$ cat src/rtl/cdr_pkg.sv
// Shared CDR definitions: vote encoding, default phase-interpolator geometry
// and a saturating adder used by the loop filter integrator.
package cdr_pkg;

    localparam int unsigned CDR_CODE_W = 7;
    localparam int unsigned CDR_FRAC_W = 8;

    typedef logic signed [1:0] vote_t;

    localparam vote_t VOTE_UP   = 2'sb01;
    localparam vote_t VOTE_NULL = 2'sb00;
    localparam vote_t VOTE_DN   = 2'sb11;

    // Symmetric clamp to +/-lim; the sum is formed one bit wider so it cannot overflow.
    function automatic logic signed [31:0] sat_add(
        input logic signed [31:0] a,
        input logic signed [31:0] b,
        input logic signed [31:0] lim
    );
        logic signed [32:0] s;
        s = 33'(a) + 33'(b);
        if (s > 33'(lim)) begin
            return lim;
        end else if (s < -33'(lim)) begin
            return -lim;
        end else begin
            return s[31:0];
        end
    endfunction

endpackage

$ cat src/rtl/cdr_loop_filter_if.sv
// Phase-detector vote inputs and phase-interpolator outputs of the CDR loop filter.
interface cdr_loop_filter_if
    import cdr_pkg::*;
#(
    parameter int unsigned CODE_W = CDR_CODE_W,
    parameter int unsigned INT_W  = 12
);
    logic                     en;
    logic                     up;
    logic                     dn;
    logic [CODE_W-1:0]        pi_code;
    logic                     pi_code_vld;
    logic signed [INT_W-1:0]  freq_int;
    logic                     lock;

    modport master (output en, up, dn, input pi_code, pi_code_vld, freq_int, lock);
    modport slave  (input en, up, dn, output pi_code, pi_code_vld, freq_int, lock);
endinterface

$ cat src/rtl/cdr_vote_decim.sv
// Maps early/late votes to +1/0/-1 and decimates them into one decision per
// DECIM qualified votes. The decision is combinational on the window's last vote.
module cdr_vote_decim
    import cdr_pkg::*;
#(
    parameter int unsigned DECIM = 8
) (
    input  logic  clk,
    input  logic  rst_n,
    input  logic  en,
    input  logic  up,
    input  logic  dn,
    output vote_t dec,
    output logic  dec_vld
);
    localparam int unsigned CNT_W = (DECIM > 1) ? $clog2(DECIM) : 1;
    localparam int unsigned SUM_W = CNT_W + 1;
    localparam int unsigned TOT_W = SUM_W + 1;
    localparam logic [CNT_W-1:0] CNT_LAST = CNT_W'(DECIM - 1);

    logic [CNT_W-1:0]        cnt_d, cnt_q;
    logic signed [SUM_W-1:0] sum_d, sum_q;
    logic signed [TOT_W-1:0] total_s;
    vote_t                   vote_s;

    // Vote mapping; both-high is a null vote just like both-low.
    always_comb begin
        case ({up, dn})
            2'b10:   vote_s = VOTE_UP;
            2'b01:   vote_s = VOTE_DN;
            default: vote_s = VOTE_NULL;
        endcase
    end

    // Window counter, running sum and end-of-window decision.
    always_comb begin
        cnt_d   = cnt_q;
        sum_d   = sum_q;
        dec     = VOTE_NULL;
        dec_vld = 1'b0;
        // The total can reach +/-DECIM, hence one bit wider than the stored sum.
        total_s = TOT_W'(sum_q) + TOT_W'(vote_s);
        if (en) begin
            if (cnt_q == CNT_LAST) begin
                cnt_d   = '0;
                sum_d   = '0;
                dec_vld = 1'b1;
                if (total_s[TOT_W-1]) begin
                    dec = VOTE_DN;
                end else if (total_s != '0) begin
                    dec = VOTE_UP;
                end else begin
                    dec = VOTE_NULL;
                end
            end else begin
                cnt_d = cnt_q + CNT_W'(1);
                sum_d = sum_q + SUM_W'(vote_s);
            end
        end else begin
            cnt_d = cnt_q;
            sum_d = sum_q;
        end
    end

    // Window state registers.
    always_ff @(posedge clk or negedge rst_n) begin
        if (!rst_n) begin
            cnt_q <= '0;
            sum_q <= '0;
        end else begin
            cnt_q <= cnt_d;
            sum_q <= sum_d;
        end
    end

endmodule

$ cat src/rtl/cdr_loop_filter.sv
// CDR digital loop filter: decimated bang-bang decisions drive a P+I phase
// accumulator and a dither-based lock detector. Macro CDR_LF_INTEGRAL_EN builds
// the frequency integrator (second-order loop); without it the loop is first-order.
module cdr_loop_filter
    import cdr_pkg::*;
#(
    parameter int unsigned DECIM    = 8,
    parameter int unsigned CODE_W   = CDR_CODE_W,
    parameter int unsigned FRAC_W   = CDR_FRAC_W,
    parameter int unsigned INT_W    = 12,
    parameter int unsigned KP_SHIFT = 6,
    parameter int unsigned LOCK_CNT = 16
) (
    input  logic              clk,
    input  logic              rst_n,
    cdr_loop_filter_if.slave  bus
);
    localparam int unsigned ACC_W  = CODE_W + FRAC_W;
    localparam int unsigned LCNT_W = $clog2(LOCK_CNT + 1);
    localparam logic [LCNT_W-1:0] LOCK_MAX = LCNT_W'(LOCK_CNT);

    vote_t                   dec_s;
    logic                    dec_vld_s;
    logic signed [INT_W-1:0] freq_int_s;

    vote_t                   d_d, d_q;
    logic                    upd_d, upd_q;
    logic [LCNT_W-1:0]       lock_cnt_d, lock_cnt_q;
    logic                    lock_d, lock_q;
    logic [ACC_W-1:0]        phase_acc_d, phase_acc_q;
    logic                    pi_code_vld_d, pi_code_vld_q;

    cdr_vote_decim #(.DECIM(DECIM)) u_decim (
        .clk     (clk),
        .rst_n   (rst_n),
        .en      (bus.en),
        .up      (bus.up),
        .dn      (bus.dn),
        .dec     (dec_s),
        .dec_vld (dec_vld_s)
    );

`ifdef CDR_LF_INTEGRAL_EN
    localparam logic signed [31:0] INT_LIM = (32'sd1 <<< (INT_W - 1)) - 32'sd1;

    logic signed [INT_W-1:0] freq_int_d, freq_int_q;

    // Frequency integrator, updated on the window-closing edge.
    always_comb begin
        if (dec_vld_s) begin
            freq_int_d = INT_W'(sat_add(32'(freq_int_q), 32'(dec_s), INT_LIM));
        end else begin
            freq_int_d = freq_int_q;
        end
    end

    // Integrator register.
    always_ff @(posedge clk or negedge rst_n) begin
        if (!rst_n) begin
            freq_int_q <= '0;
        end else begin
            freq_int_q <= freq_int_d;
        end
    end

    assign freq_int_s = freq_int_q;
`else
    assign freq_int_s = '0;
`endif

    // Decision capture and lock counting on the window-closing edge; d_q doubles
    // as the previous decision for the next window's lock comparison.
    always_comb begin
        upd_d      = dec_vld_s;
        d_d        = d_q;
        lock_cnt_d = lock_cnt_q;
        if (dec_vld_s) begin
            d_d = dec_s;
            if ((dec_s != VOTE_NULL) && (dec_s == d_q)) begin
                lock_cnt_d = '0;
            end else if (lock_cnt_q != LOCK_MAX) begin
                lock_cnt_d = lock_cnt_q + LCNT_W'(1);
            end else begin
                lock_cnt_d = lock_cnt_q;
            end
        end else begin
            d_d        = d_q;
            lock_cnt_d = lock_cnt_q;
        end
        lock_d = (lock_cnt_d == LOCK_MAX);
    end

    // Phase accumulator one edge after the decision, using the updated integrator;
    // modulo wrap is how the PI code rolls across UI boundaries.
    always_comb begin
        pi_code_vld_d = upd_q;
        if (upd_q) begin
            phase_acc_d = phase_acc_q + (ACC_W'(d_q) << KP_SHIFT) + ACC_W'(freq_int_s);
        end else begin
            phase_acc_d = phase_acc_q;
        end
    end

    // Decision, lock and phase registers.
    always_ff @(posedge clk or negedge rst_n) begin
        if (!rst_n) begin
            d_q           <= VOTE_NULL;
            upd_q         <= 1'b0;
            lock_cnt_q    <= '0;
            lock_q        <= 1'b0;
            phase_acc_q   <= '0;
            pi_code_vld_q <= 1'b0;
        end else begin
            d_q           <= d_d;
            upd_q         <= upd_d;
            lock_cnt_q    <= lock_cnt_d;
            lock_q        <= lock_d;
            phase_acc_q   <= phase_acc_d;
            pi_code_vld_q <= pi_code_vld_d;
        end
    end

    assign bus.pi_code     = phase_acc_q[ACC_W-1:FRAC_W];
    assign bus.pi_code_vld = pi_code_vld_q;
    assign bus.freq_int    = freq_int_s;
    assign bus.lock        = lock_q;

endmodule

$ cat src/flat_wrapper.sv
// flat-port wrapper written by rule: the top's interface ports become plain ports
module cdr_loop_filter_flat import cdr_pkg::*;
#(
    parameter int unsigned DECIM    = 8,
    parameter int unsigned CODE_W   = CDR_CODE_W,
    parameter int unsigned FRAC_W   = CDR_FRAC_W,
    parameter int unsigned INT_W    = 12,
    parameter int unsigned KP_SHIFT = 6,
    parameter int unsigned LOCK_CNT = 16
)
  (clk, rst_n, bus_en, bus_up, bus_dn, bus_pi_code, bus_pi_code_vld, bus_freq_int, bus_lock);
  cdr_loop_filter_if #(.CODE_W(CODE_W), .INT_W(INT_W)) bus_i ();
  input  logic clk;
  input  logic rst_n;
  input wire logic [$bits(bus_i.en)-1:0] bus_en;
  input wire logic [$bits(bus_i.up)-1:0] bus_up;
  input wire logic [$bits(bus_i.dn)-1:0] bus_dn;
  output wire logic [$bits(bus_i.pi_code)-1:0] bus_pi_code;
  output wire logic [$bits(bus_i.pi_code_vld)-1:0] bus_pi_code_vld;
  output wire logic [$bits(bus_i.freq_int)-1:0] bus_freq_int;
  output wire logic [$bits(bus_i.lock)-1:0] bus_lock;
  assign bus_i.en = bus_en;
  assign bus_i.up = bus_up;
  assign bus_i.dn = bus_dn;
  assign bus_pi_code = bus_i.pi_code;
  assign bus_pi_code_vld = bus_i.pi_code_vld;
  assign bus_freq_int = bus_i.freq_int;
  assign bus_lock = bus_i.lock;
  cdr_loop_filter #(.DECIM(DECIM), .CODE_W(CODE_W), .FRAC_W(FRAC_W), .INT_W(INT_W), .KP_SHIFT(KP_SHIFT), .LOCK_CNT(LOCK_CNT)) u_core (.clk(clk), .rst_n(rst_n), .bus(bus_i));
endmodule
$ cat config.mk
export PLATFORM = sky130hd
export DESIGN_NAME = cdr_loop_filter_flat
export DESIGN_NICKNAME = d
export VERILOG_FILES = /design/src/rtl/cdr_pkg.sv /design/src/rtl/cdr_loop_filter_if.sv /design/src/rtl/cdr_vote_decim.sv /design/src/rtl/cdr_loop_filter.sv /design/src/flat_wrapper.sv
export SDC_FILE = /design/constraint.sdc
export NUM_CORES = 1
export LEC_CHECK = 0
export ABC_AREA = 1
export CELL_PAD_IN_SITES_DETAIL_PLACEMENT = 0
export CELL_PAD_IN_SITES_GLOBAL_PLACEMENT = 2
export CORE_ASPECT_RATIO = 0.9
export CORE_MARGIN = 4
export CORE_UTILIZATION = 30
export DETAILED_ROUTE_END_ITERATION = 8
export PLACE_DENSITY = 0.74
export SLEW_MARGIN = 40
export SYNTH_ARGS = -nofsm -noshare
export SYNTH_HDL_FRONTEND = slang
export SYNTH_SLANG_ARGS = --single-unit
$ cat constraint.sdc
create_clock -name clk -period 2.5 [get_ports clk]
set_clock_uncertainty 0.05 [all_clocks]
set_input_delay 0.5 -clock clk [delete_from_list [all_inputs] [get_ports clk]]
set_output_delay 0.5 -clock clk [all_outputs]
set_load 0.005 [all_outputs]
# Yosys cells after proc, flatten, opt, wreduce, memory -nomap -nowiden
# Cells that the tools add are included.
dict set report op_classes {
  n_eq_ne 6
  mux 12
  n_addsub 5
  reduce_logical 3
}
# cell count
set op_table {}
lappend op_table {{15-bit adder} 1}
lappend op_table {{5-bit 2-to-1 mux} 3}
lappend op_table {{2-bit 2-to-1 mux} 3}
lappend op_table {{4-bit by 2-bit adder with 5-bit output} 1}
lappend op_table {{5-bit by 1-bit adder with 5-bit output (second input constant)} 1}
lappend op_table {{5-bit equality test (second input constant)} 1}
lappend op_table {{5-bit != test (second input constant)} 1}
lappend op_table {{5-bit nonzero test} 1}
lappend op_table {{4-bit by 2-bit adder with 4-bit output} 1}
lappend op_table {{4-bit 2-to-1 mux} 1}
lappend op_table {{2-bit one-hot mux with 2 select lines} 1}
lappend op_table {{3-bit by 1-bit adder with 3-bit output (second input constant)} 1}
lappend op_table {{3-bit equality test (second input constant)} 1}
lappend op_table {{1-bit 2-to-1 mux} 3}
lappend op_table {{3-bit 2-to-1 mux} 1}
lappend op_table {{2-bit by 1-bit equality test with 1-bit output (second input constant)} 1}
lappend op_table {{2-bit equality test} 1}
lappend op_table {{2-bit equality test (second input constant)} 1}
lappend op_table {{2-bit nonzero test} 1}
lappend op_table {{1-bit logical AND} 1}
dict set report word_totals {
  register_bits 32
  output_inout_bits 21
  word_cells 34
}

# Depth between registers and ports, before layout
# Gate-level depths: netlist of the first run.
dict set report logic_depth {
  ltp_word 13
  depth_mapped 17
  ltp_nobuf 17
}

# Modules after synthesis
# Synthesis of the first run repeated with hierarchy kept, for this count alone.
dict set report hier_totals {
  cells_unflattened 260
  hier_area_um2 1929.4
}
# module instances area_each_um2 cells_each seq_area_each_um2
set by_module_without_submodules {}
lappend by_module_without_submodules {cdr_loop_filter 1 1407.6 193 475.5}
lappend by_module_without_submodules {cdr_vote_decim 1 521.8 67 175.2}

# Worst setup path before layout of the first run
# Ideal clock, no wire load.
dict set report synth_path {
  path_kind {input -> register}
  from {input port bus_up}
  to {register u_core.lock_q, in the netlist u_core.bus.lock}
  required_ns 2.336
  t_arrival_ns 2.236
  setup_slack_ns 0.099
  n_path_buf 0
  stages 14
  cell_sequence {inv_1 -> ha_1 -> inv_1 -> ha_1 -> fa_1 -> nor2_1 -> nand3_1 -> nor2_1 -> nand2_1 -> nand2_2 -> nor2_4 -> or2_1 -> nand3_1 -> nor2_1}
}
dict set report synth_between {
  elab_chain_len 13
  elab_cells_between_ends 15
  classes_between {1 x add/sub; 4 x eq/ne; 7 x mux; 3 x reduce/logical}
}
# item line_no
set synth_rtl {}
lappend synth_rtl {{start: declaration} flat_wrapper.sv:16} ;# input wire logic [$bits(bus_i.up)-1:0] bus_up;
lappend synth_rtl {{2-bit by 1-bit equality test with 1-bit output / 2-bit equality test (equally long branches)} cdr_vote_decim.sv:28} ;# case ({up, dn})
lappend synth_rtl {{2-bit one-hot mux with 2 select lines *} cdr_vote_decim.sv:28}
lappend synth_rtl {{4-bit by 2-bit adder with 5-bit output *} cdr_vote_decim.sv:42} ;# total_s = TOT_W'(sum_q) + TOT_W'(vote_s);
lappend synth_rtl {{5-bit nonzero test} cdr_vote_decim.sv:50} ;# end else if (total_s != '0) begin
lappend synth_rtl {{1-bit 2-to-1 mux} cdr_vote_decim.sv:50}
lappend synth_rtl {{2-bit 2-to-1 mux *} cdr_vote_decim.sv:48} ;# if (total_s[TOT_W-1]) begin
lappend synth_rtl {{2-bit 2-to-1 mux *} cdr_vote_decim.sv:44} ;# if (cnt_q == CNT_LAST) begin
lappend synth_rtl {{2-bit 2-to-1 mux *} cdr_vote_decim.sv:43} ;# if (en) begin
lappend synth_rtl {{2-bit equality test / 2-bit nonzero test (equally long branches)} cdr_loop_filter.sv:79} ;# if ((dec_s != VOTE_NULL) && (dec_s == d_q)) begin
lappend synth_rtl {{1-bit logical AND *} cdr_loop_filter.sv:79}
lappend synth_rtl {{5-bit 2-to-1 mux *} cdr_loop_filter.sv:79}
lappend synth_rtl {{5-bit 2-to-1 mux *} cdr_loop_filter.sv:77} ;# if (dec_vld_s) begin
lappend synth_rtl {{5-bit equality test *} cdr_loop_filter.sv:90} ;# lock_d = (lock_cnt_d == LOCK_MAX);
lappend synth_rtl {{net u_core.lock_d} cdr_loop_filter.sv:29} ;# logic lock_d, lock_q;
lappend synth_rtl {{end signal: assignment} cdr_loop_filter.sv:117} ;# lock_q <= lock_d;
lappend synth_rtl {{end: declaration} cdr_loop_filter.sv:29}
# The timed path passes the listed nets; every way through them passes the cells marked *.
# A chain may end at the register's enable or synchronous reset.

# Worst setup path in the final report of the first run
# Ends and elaborated chain as after synthesis.

==> impl_metrics.sql, run 1 <==
INSERT INTO impl_metrics (metric_group, metric, value, unit) VALUES
('clocking', 'cts_num_sinks', '26', ''),
('critical_path', 'r2r.worst_path.cells', '11', ''),
('clocking', 'clock_insertion_delay_worst_skew', '0.27', 'ns'),
('yosys', 'ys_top_cells_by_area', 'sky130_fd_sc_hd__dfrtp_1 (36%), sky130_fd_sc_hd__ha_1 (12%), sky130_fd_sc_hd__nand2_1 (12%)', ''),
('routing', 'num_vias', '1354', ''),
('critical_path', 'critPathCaptureType', 'flop', ''),
('placement', 'hpwlAfterDp', '2.569', 'mm'),
('routing', 'drt-total-wl', '3.402', 'mm'),
('sta', 'layout_min_cycle_time', '2.315', 'ns'),
('cells_and_area', 'finalNonFillerCells', '318', ''),
('routing', 'via_per_inst', '4.258', ''),
('critical_path', 'cp_data_arrival_time', '2.48', 'ns'),
('sta', 'setup-tns-final', '0', 'ns'),
('critical_path', 'cp_common_cell', 'sky130_fd_sc_hd__nor2_1', ''),
('cells_and_area', 'layout-area-overhead-vs-synth', '16.47', '%'),
('worst_hold_path', 'min_from', 'u_core.phase_acc_q[14]', ''),
('floorplan', 'initial_utilization', '31.53', '%'),
('cells_and_area', 'antenna_cells_inserted', '0', ''),
('critical_path', 'critical_path.top_delay_family', 'adder cells', ''),
('placement', 'place.detailed.instances', '310', ''),
('cells_and_area', 'post_route_cells_drive_above_1_share', '14.11', '%'),
('sta', 'final_min_period_over_clock_period', '92.62', '%'),
('placement', 'buffer_ports.inserted', '13', ''),
('clocking', 'total_clock_buffers_created_by_cts', '3', ''),
('critical_path', 'r2r-start', 'u_core.d_q[0]', ''),
('global_routing', 'grt_max_degree', '27', ''),
('pwr', 'power.static_leakage', '1.086', 'nW'),
('clocking', 'path_clk_slew', '0.10', 'ns'),
('yosys', 'yosys_register_bits', '26', ''),
('floorplan', 'placementRows', '26', ''),
('routing', 'post_route_drc_violation_count', '0', ''),
('sta', 'number_of_endpoints_with_negative_hold_slack_in_the_final_report', '0', ''),
('clocking', 'cts.htree.levels', '1', ''),
('routing', 'drt.antenna.violating_nets', '0', ''),
('sta', 'rsz0062_at_grt', 'no', ''),
('critical_path', 'cp_slowest_cell', 'sky130_fd_sc_hd__fa_2', ''),
('flow_run', 'cap_violations', '0', ''),
('global_routing', 'groute.usage.overall', '9.906', '%'),
('global_routing', 'grt_pass1_vias', '1275', ''),
('sta', 'finalSetupViolations', '0', ''),
('clocking', 'cts.path.max_buffers', '2', ''),
('critical_path', 'critical_path.n_buffers_inverters', '3', ''),
('yosys', 'avgSynthCellArea', '7.963', 'um^2'),
('critical_path', 'critPathLaunchType', 'input port', ''),
('sta', 'timing.final.max_slew_violations', '0', ''),
('status', 'outcome', 'finished clean', ''),
('critical_path', 'rrSetupSlack', '0.45', 'ns'),
('clocking', 'cts_root_buffer', 'sky130_fd_sc_hd__clkbuf_8', ''),
('critical_path', 'critical_path.max_fanout', '4', ''),
('yosys', 'sequential_cell_area_fraction_in_the_yosys_report', '35.84', '%'),
('pwr', 'peakVddDrop', '357.9', 'uV'),
('sta', 'max_freq', '431.9', 'MHz'),
('yosys', 'synth_area_leader_cell', 'sky130_fd_sc_hd__dfrtp_1', ''),
('critical_path', 'worst-endpoint-required', '2.67', 'ns'),
('floorplan', 'chipHeight', '81.80', 'um'),
('worst_hold_path', 'min_to', 'u_core.phase_acc_q[14]', ''),
('critical_path', 'worstPathCellList', 'clkdlybuf4s15_1 -> inv_2 -> ha_4 -> inv_2 -> ha_4 -> fa_2 -> nor2_1 -> nand3_1 -> nor2_1 -> nand2_1 -> nand2_2 -> nor2_4 -> nor2_2 -> nor2_2 -> nand3_1 -> nor2_1', ''),
('pwr', 'design_power_total', '2.426', 'mW'),
('routing', 'wl_per_cell', '10.70', 'um'),
('yosys', 'netlist-cell-type-count', '30', ''),
('floorplan', 'ioPinCount', '26', ''),
('routing', 'drt-initial-drc-count', '27', ''),
('critical_path', 'worstSetupPathType', 'in -> reg', ''),
('cells_and_area', 'finalCoreUtilization', '36.72', '%'),
('yosys', 'synthesis.yosys.warnings', '0', ''),
('yosys', 'syn-instance-count', '228', ''),
('cells_and_area', 'final_net_count', '273', ''),
('clocking', 'tritoncts', 'done', ''),
('critical_path', 'r2r-end', 'u_core.phase_acc_q[12]', ''),
('yosys', 'synth_largest_type_area_fraction', '35.84', '%'),
('placement', 'finalWeightedCongestion', '0.7491', '');
cells in the mapped netlist:
cell                       instances
sky130_fd_sc_hd__inv_1            28
sky130_fd_sc_hd__xor2_1            4
sky130_fd_sc_hd__fa_1              2
sky130_fd_sc_hd__or2_1             1
sky130_fd_sc_hd__dfrtp_1          26
sky130_fd_sc_hd__nand2_1          56
sky130_fd_sc_hd__nor3_1            1
sky130_fd_sc_hd__a22o_1            3
sky130_fd_sc_hd__nor2_4            1
sky130_fd_sc_hd__ha_1             17
sky130_fd_sc_hd__a21oi_1          10
sky130_fd_sc_hd__nand2_2           3
sky130_fd_sc_hd__nand3_4           1
sky130_fd_sc_hd__clkinv_1          1
sky130_fd_sc_hd__o311ai_1          1
sky130_fd_sc_hd__a31oi_1           2
sky130_fd_sc_hd__conb_1            1
sky130_fd_sc_hd__inv_2             1
sky130_fd_sc_hd__or2_2             2
sky130_fd_sc_hd__nor2_2            3
sky130_fd_sc_hd__clkbuf_1          1
sky130_fd_sc_hd__nor2_1           16
sky130_fd_sc_hd__o211ai_1          1
sky130_fd_sc_hd__buf_4            19
sky130_fd_sc_hd__nand3_1          11
sky130_fd_sc_hd__xnor2_1           2
sky130_fd_sc_hd__o21ai_0          10
sky130_fd_sc_hd__o21ai_1           1
sky130_fd_sc_hd__nand4_1           2
sky130_fd_sc_hd__inv_6             1
flip-flops by register name, summed over array words and instances (netlist names):
signal / cells
u_core.u_decim.sum_q: 4
u_core.lock_cnt_q: 5
u_core.phase_acc_q: 9
u_core.pi_code_vld_d: 1
u_core.bus.lock: 1
u_core.bus.pi_code_vld: 1
u_core.u_decim.cnt_q: 3
u_core.d_q: 2
placed cells by master, fill, tap and decap left out, types with 2 or more instances in the layout:
| cell | count |
|---|---|
| sky130_fd_sc_hd__nand2_1 | 56 |
| sky130_fd_sc_hd__inv_1 | 26 |
| sky130_fd_sc_hd__dfrtp_1 | 26 |
| sky130_fd_sc_hd__nor2_1 | 15 |
| sky130_fd_sc_hd__ha_1 | 15 |
| sky130_fd_sc_hd__conb_1 | 12 |
| sky130_fd_sc_hd__buf_4 | 12 |
| sky130_fd_sc_hd__nand3_1 | 11 |
| sky130_fd_sc_hd__clkdlybuf4s50_1 | 11 |
| sky130_fd_sc_hd__o21ai_0 | 10 |
| sky130_fd_sc_hd__a21oi_1 | 10 |
| sky130_fd_sc_hd__xor2_1 | 4 |
| sky130_fd_sc_hd__nor2_2 | 4 |
| sky130_fd_sc_hd__inv_2 | 3 |
| sky130_fd_sc_hd__nand2_2 | 3 |
| sky130_fd_sc_hd__a22o_1 | 3 |
| sky130_fd_sc_hd__clkbuf_8 | 3 |
| sky130_fd_sc_hd__nand4_1 | 2 |
| sky130_fd_sc_hd__xnor2_1 | 2 |
| sky130_fd_sc_hd__or2_2 | 2 |
| sky130_fd_sc_hd__a31oi_1 | 2 |
| sky130_fd_sc_hd__ha_4 | 2 |
kinds of logic (layout without fill, tap and decap cells):
kind of cell / count (synthesis) / count (layout) / share of synthesized area (%)
and+or+nand+nor: 97 / 97 / 23.57
DFF: 26 / 26 / 35.84
other: 1 / 12 / 0.2066
adders and majority gates: 19 / 19 / 13.92
xor gates and xnor gates: 6 / 6 / 2.895
buffers and inverters: 51 / 60 / 14.75
AOI/OAI and AO/OA: 28 / 28 / 8.822
layer usage:
layer | up-vias | global-route usage, % | routed length [um]
met5 | - | 0 | 0
met4 | 0 | 0.9174 | 8
met3 | 2 | 2.289 | 108
met2 | 15 | 16.48 | 1501
met1 | 597 | 13.74 | 1783
li1 | 740 | - | -
worst register-to-register path, delay by kind of cell, from the launching register on:
family | cells | cell delay (ns)
simple gates | 5 | 0.60
fa+ha+maj | 2 | 0.56
flops | 1 | 0.43
compound gates | 2 | 0.19
buf+inv | 2 | 0.15
metrics by stage:
step | worst slack, ns | instance area [um^2]
after CTS | 0.1070 | 2102
after detailed placement | -0.5293 | 1988
after global routing | 0.02015 | 2115
after floorplan | 0.09928 | 1857
after global placement | -0.5578 | 1988
final | 0.1845 | 2115
report_power, final:
part / internal, mW / switching, mW
Sequential: 0.596 / 0.156
Clock: 0.214 / 0.146
Combinational: 0.612 / 0.702
layout make-up:
class                      instances  area (um^2)
tap                               70        87.58
sequential                        26        650.6
timing repair buffer              25        215.2
clock buffer                       3        41.29
clock inverter                     1        30.03
multi-input combinational        162        968.4
inverter                          31        121.4
fill                             600         3643
timing repair:
item                       in CTS  in global routing
buffers inserted                4                  0
gates resized for setup         6                  6
setup endpoints to repair       6                  1
pin swaps                       9                  9
worst max-delay path by stage:
stage,startpoint,end,cells after the start
global placement,bus_up,u_core.bus.lock,15
floorplan,bus_up,u_core.bus.lock,14
detailed placement,bus_up,u_core.bus.lock,15
CTS,bus_dn,u_core.bus.lock,14
global route,bus_up,u_core.bus.lock,16
finish,bus_up,u_core.bus.lock,16
No activity file was read; power rests on OpenSTA's default activity.
==> run 2: changes to the inputs <==
--- a/config.mk
+++ b/config.mk
@@ -10,10 +10,9 @@
 export CELL_PAD_IN_SITES_GLOBAL_PLACEMENT = 2
 export CORE_ASPECT_RATIO = 0.9
 export CORE_MARGIN = 4
-export CORE_UTILIZATION = 30
+export CORE_UTILIZATION = 29
 export DETAILED_ROUTE_END_ITERATION = 8
-export PLACE_DENSITY = 0.74
-export SLEW_MARGIN = 40
+export PLACE_DENSITY = 0.75
 export SYNTH_ARGS = -nofsm -noshare
 export SYNTH_HDL_FRONTEND = slang
 export SYNTH_SLANG_ARGS = --single-unit
==> constraint.sdc (replaced) <==
create_clock -name clk -period 2.1 [get_ports clk]
set_clock_uncertainty 0.05 [all_clocks]
set_input_delay 0.42 -clock clk [delete_from_list [all_inputs] [get_ports clk]]
set_output_delay 0.42 -clock clk [all_outputs]
set_load 0.005 [all_outputs]
==> run 2 against run 1 <==
Against the previous run: the flow now finishes with violations (setup timing); critical path depth grew 1; non-clock buffer count grew 4; routed wire length rose by 3.8%; sequential cell count is the same; worst setup slack worse by 0.23 ns; combinational power up 29%; critical path type unchanged; largest power group unchanged; highest routed layer unchanged.
==> impl_metrics.sql, run 2 (same netlist as run 1, synthesis figures left out) <==
INSERT INTO impl_metrics (metric_group, metric, value, unit) VALUES
('placement', 'hpwlAfterDp', '2.646', 'mm'),
('clocking', 'cts_num_sinks', '26', ''),
('floorplan', 'fp.dieArea', '7592', 'um^2'),
('sta', 'post-route-worst-setup-slack', '-0.04810', 'ns'),
('global_routing', 'grt_pass1_wl', '6.203', 'mm'),
('clocking', 'path_clk_slew', '0.10', 'ns'),
('flow_run', 'cap_violations', '0', ''),
('routing', 'firstDrtPassIters', '4', ''),
('clocking', 'total_clock_buffers_created_by_cts', '3', ''),
('global_routing', 'grt_pass1_vias', '1392', ''),
('floorplan', 'die_w', '91.40', 'um'),
('cells_and_area', 'final_cell_mix', 'sky130_fd_sc_hd__nand2_1 (52), sky130_fd_sc_hd__dfrtp_1 (26), sky130_fd_sc_hd__inv_1 (22), sky130_fd_sc_hd__buf_4 (15), sky130_fd_sc_hd__ha_1 (13)', ''),
('critical_path', 'critPathCaptureType', 'flop', ''),
('global_routing', 'grt_max_degree', '27', ''),
('sta', 'layout_min_cycle_time', '2.148', 'ns'),
('critical_path', 'rrSetupSlack', '0.04', 'ns'),
('critical_path', 'cp_common_cell', 'sky130_fd_sc_hd__nand2_2', ''),
('placement', 'buffer_ports.inserted', '13', ''),
('sta', 'rsz0062_at_grt', 'yes', ''),
('status', 'failing_checks', 'setup timing', ''),
('pwr', 'peakVddDrop', '320.3', 'uV'),
('sta', 'final_min_period_over_clock_period', '102.3', '%'),
('critical_path', 'r2r-end', 'u_core.bus.lock', ''),
('sta', 'number_of_endpoints_with_negative_hold_slack_in_the_final_report', '0', ''),
('pwr', 'powerDensity', '1321', 'nW/um^2'),
('routing', 'post_route_drc_violation_count', '0', ''),
('sta', 'finalSetupViolations', '4', ''),
('status', 'outcome', 'complete, but fails checks', ''),
('critical_path', 'critical_path.max_fanout', '4', ''),
('routing', 'drt-total-wl', '3.532', 'mm'),
('routing', 'drt-initial-drc-count', '28', ''),
('cells_and_area', 'final_net_count', '277', ''),
('cells_and_area', 'finalCoreUtilization', '36.24', '%'),
('critical_path', 'cp_data_arrival_time', '2.32', 'ns'),
('critical_path', 'r2r.worst_path.cells', '13', ''),
('sta', 'fin_hold_ws', '0.4387', 'ns'),
('cells_and_area', 'largest_reg_flops', '9', ''),
('floorplan', 'chipHeight', '83.06', 'um'),
('critical_path', 'worstPathCellList', 'buf_8 -> inv_12 -> ha_4 -> inv_2 -> ha_4 -> fa_2 -> nand3_2 -> nand2_2 -> nand2_2 -> nand2_2 -> nand2_2 -> nand3_4 -> nor2_4 -> nor2_2 -> nor2_2 -> nand2_1 -> nor2_1', ''),
('routing', 'drt.antenna.violating_nets', '0', ''),
('global_routing', 'grt-ovfl-total', '0', ''),
('cells_and_area', 'registers.top_by_ff_count', 'u_core.phase_acc_q', ''),
('cells_and_area', 'post_route_cells_drive_above_1_share', '21.83', '%'),
('cells_and_area', 'most_common_cell_after_layout_fill_and_taps_aside', 'sky130_fd_sc_hd__nand2_1', ''),
('pwr', 'power.static_leakage', '1.104', 'nW'),
('cells_and_area', 'layout_top_registers', 'u_core.phase_acc_q x9, u_core.lock_cnt_q x5, u_core.u_decim.sum_q x4', ''),
('worst_hold_path', 'min_to', 'u_core.u_decim.cnt_q[2]', ''),
('clocking', 'cts.htree.levels', '1', ''),
('routing', 'num_vias', '1418', ''),
('global_routing', 'number_of_antenna_violations_at_the_first_check_in_global_routing', '0', ''),
('clocking', 'tritoncts', 'done', ''),
('critical_path', 'worst-endpoint-required', '2.27', 'ns'),
('cells_and_area', 'antenna_cells_inserted', '0', ''),
('worst_hold_path', 'hold_path.class', 'reg -> reg', ''),
('worst_hold_path', 'hold_path_depth', '2', ''),
('critical_path', 'critPathLaunchType', 'input port', ''),
('routing', 'via_per_inst', '4.183', ''),
('sta', 'max_freq', '465.5', 'MHz'),
('critical_path', 'r2r-start', 'u_core.u_decim.sum_q[0]', ''),
('critical_path', 'worstSetupPathType', 'in -> reg', ''),
('sta', 'timing.final.max_slew_violations', '0', ''),
('routing', 'wl_per_cell', '10.42', 'um'),
('clocking', 'cts_root_buffer', 'sky130_fd_sc_hd__clkbuf_8', ''),
('cells_and_area', 'layout-area-overhead-vs-synth', '22.05', '%'),
('critical_path', 'timing.critical_path.slowest_cell_delay', '0.38', 'ns'),
('floorplan', 'ioPinCount', '26', ''),
('global_routing', 'groute.usage.overall', '9.934', '%'),
('clocking', 'cts.path.max_buffers', '2', ''),
('clocking', 'clock_insertion_delay_worst_skew', '0.28', 'ns'),
('placement', 'finalWeightedCongestion', '0.7849', ''),
('floorplan', 'placementRows', '27', ''),
('floorplan', 'initial_utilization', '29.69', '%'),
('floorplan', 'fp.coreArea', '6115', 'um^2'),
('critical_path', 'cp_slowest_cell', 'sky130_fd_sc_hd__fa_2', ''),
('worst_hold_path', 'min_from', 'u_core.u_decim.cnt_q[2]', '');
run 2: layer usage:
layer  vias up  wire (um)  GRT usage [%]
li1        744          -              -
met1       647       1766          13.43
met2        25       1621          16.19
met3         2        128          2.264
met4         0         16          2.055
met5         -          0              0
run 2: metrics by stage:
stage | cell area [um^2] | TNS (ns) | power [mW] | instances | worst slack [ns]
floorplan | 1897 | -0.1081 | 2.086 | 239 | -0.1081
global placement | 2085 | -6.315 | 2.495 | 330 | -0.9205
detailed placement | 2085 | -6.447 | 2.481 | 330 | -0.9485
CTS | 2176 | -0.1154 | 2.884 | 336 | -0.05667
global route | 2216 | -0.5290 | 3.293 | 339 | -0.1619
finish | 2216 | -0.1263 | 2.927 | 339 | -0.04810
run 2: area by class of cell:
cell class              instances  area [um^2]
clock buffers                   4        55.05
repair buffers                 29        269.0
well taps                      87        108.9
fillers                       642         3899
flip-flops and latches         26        650.6
inverters                      31        133.9
multi-input cells             162        998.5
run 2: what timing repair did:
action                                  in CTS  in global routing
pin swaps                                    9                 15
setup buffers                                2                  3
resized for setup                           20                  9
endpoints found under the hold margin        0                  0
endpoints found under the setup margin       8                  7
hold buffers                                 0                  0
run 2: worst max-delay path by stage:
stage           start  cells after the start              end
6_report       bus_up                     17  u_core.bus.lock
3_3_place_gp   bus_up                     17  u_core.bus.lock
2_1_floorplan  bus_up                     14  u_core.bus.lock
4_1_cts        bus_up                     16  u_core.bus.lock
3_5_place_dp   bus_up                     17  u_core.bus.lock
5_1_grt        bus_up                     17  u_core.bus.lock
run 2: critical path: cells and delay by family:
| family | cells | cell delay [ns] |
|---|---|---|
| buf+inv | 3 | 0.15 |
| simple gates | 11 | 0.97 |
| fa+ha+maj | 3 | 0.77 |
run 2: where the power goes:
group / switching [mW] / internal, mW
clock network: 0.175 / 0.168
registers: 0.188 / 0.710
logic: 0.870 / 0.816
total: 1.23 / 1.69
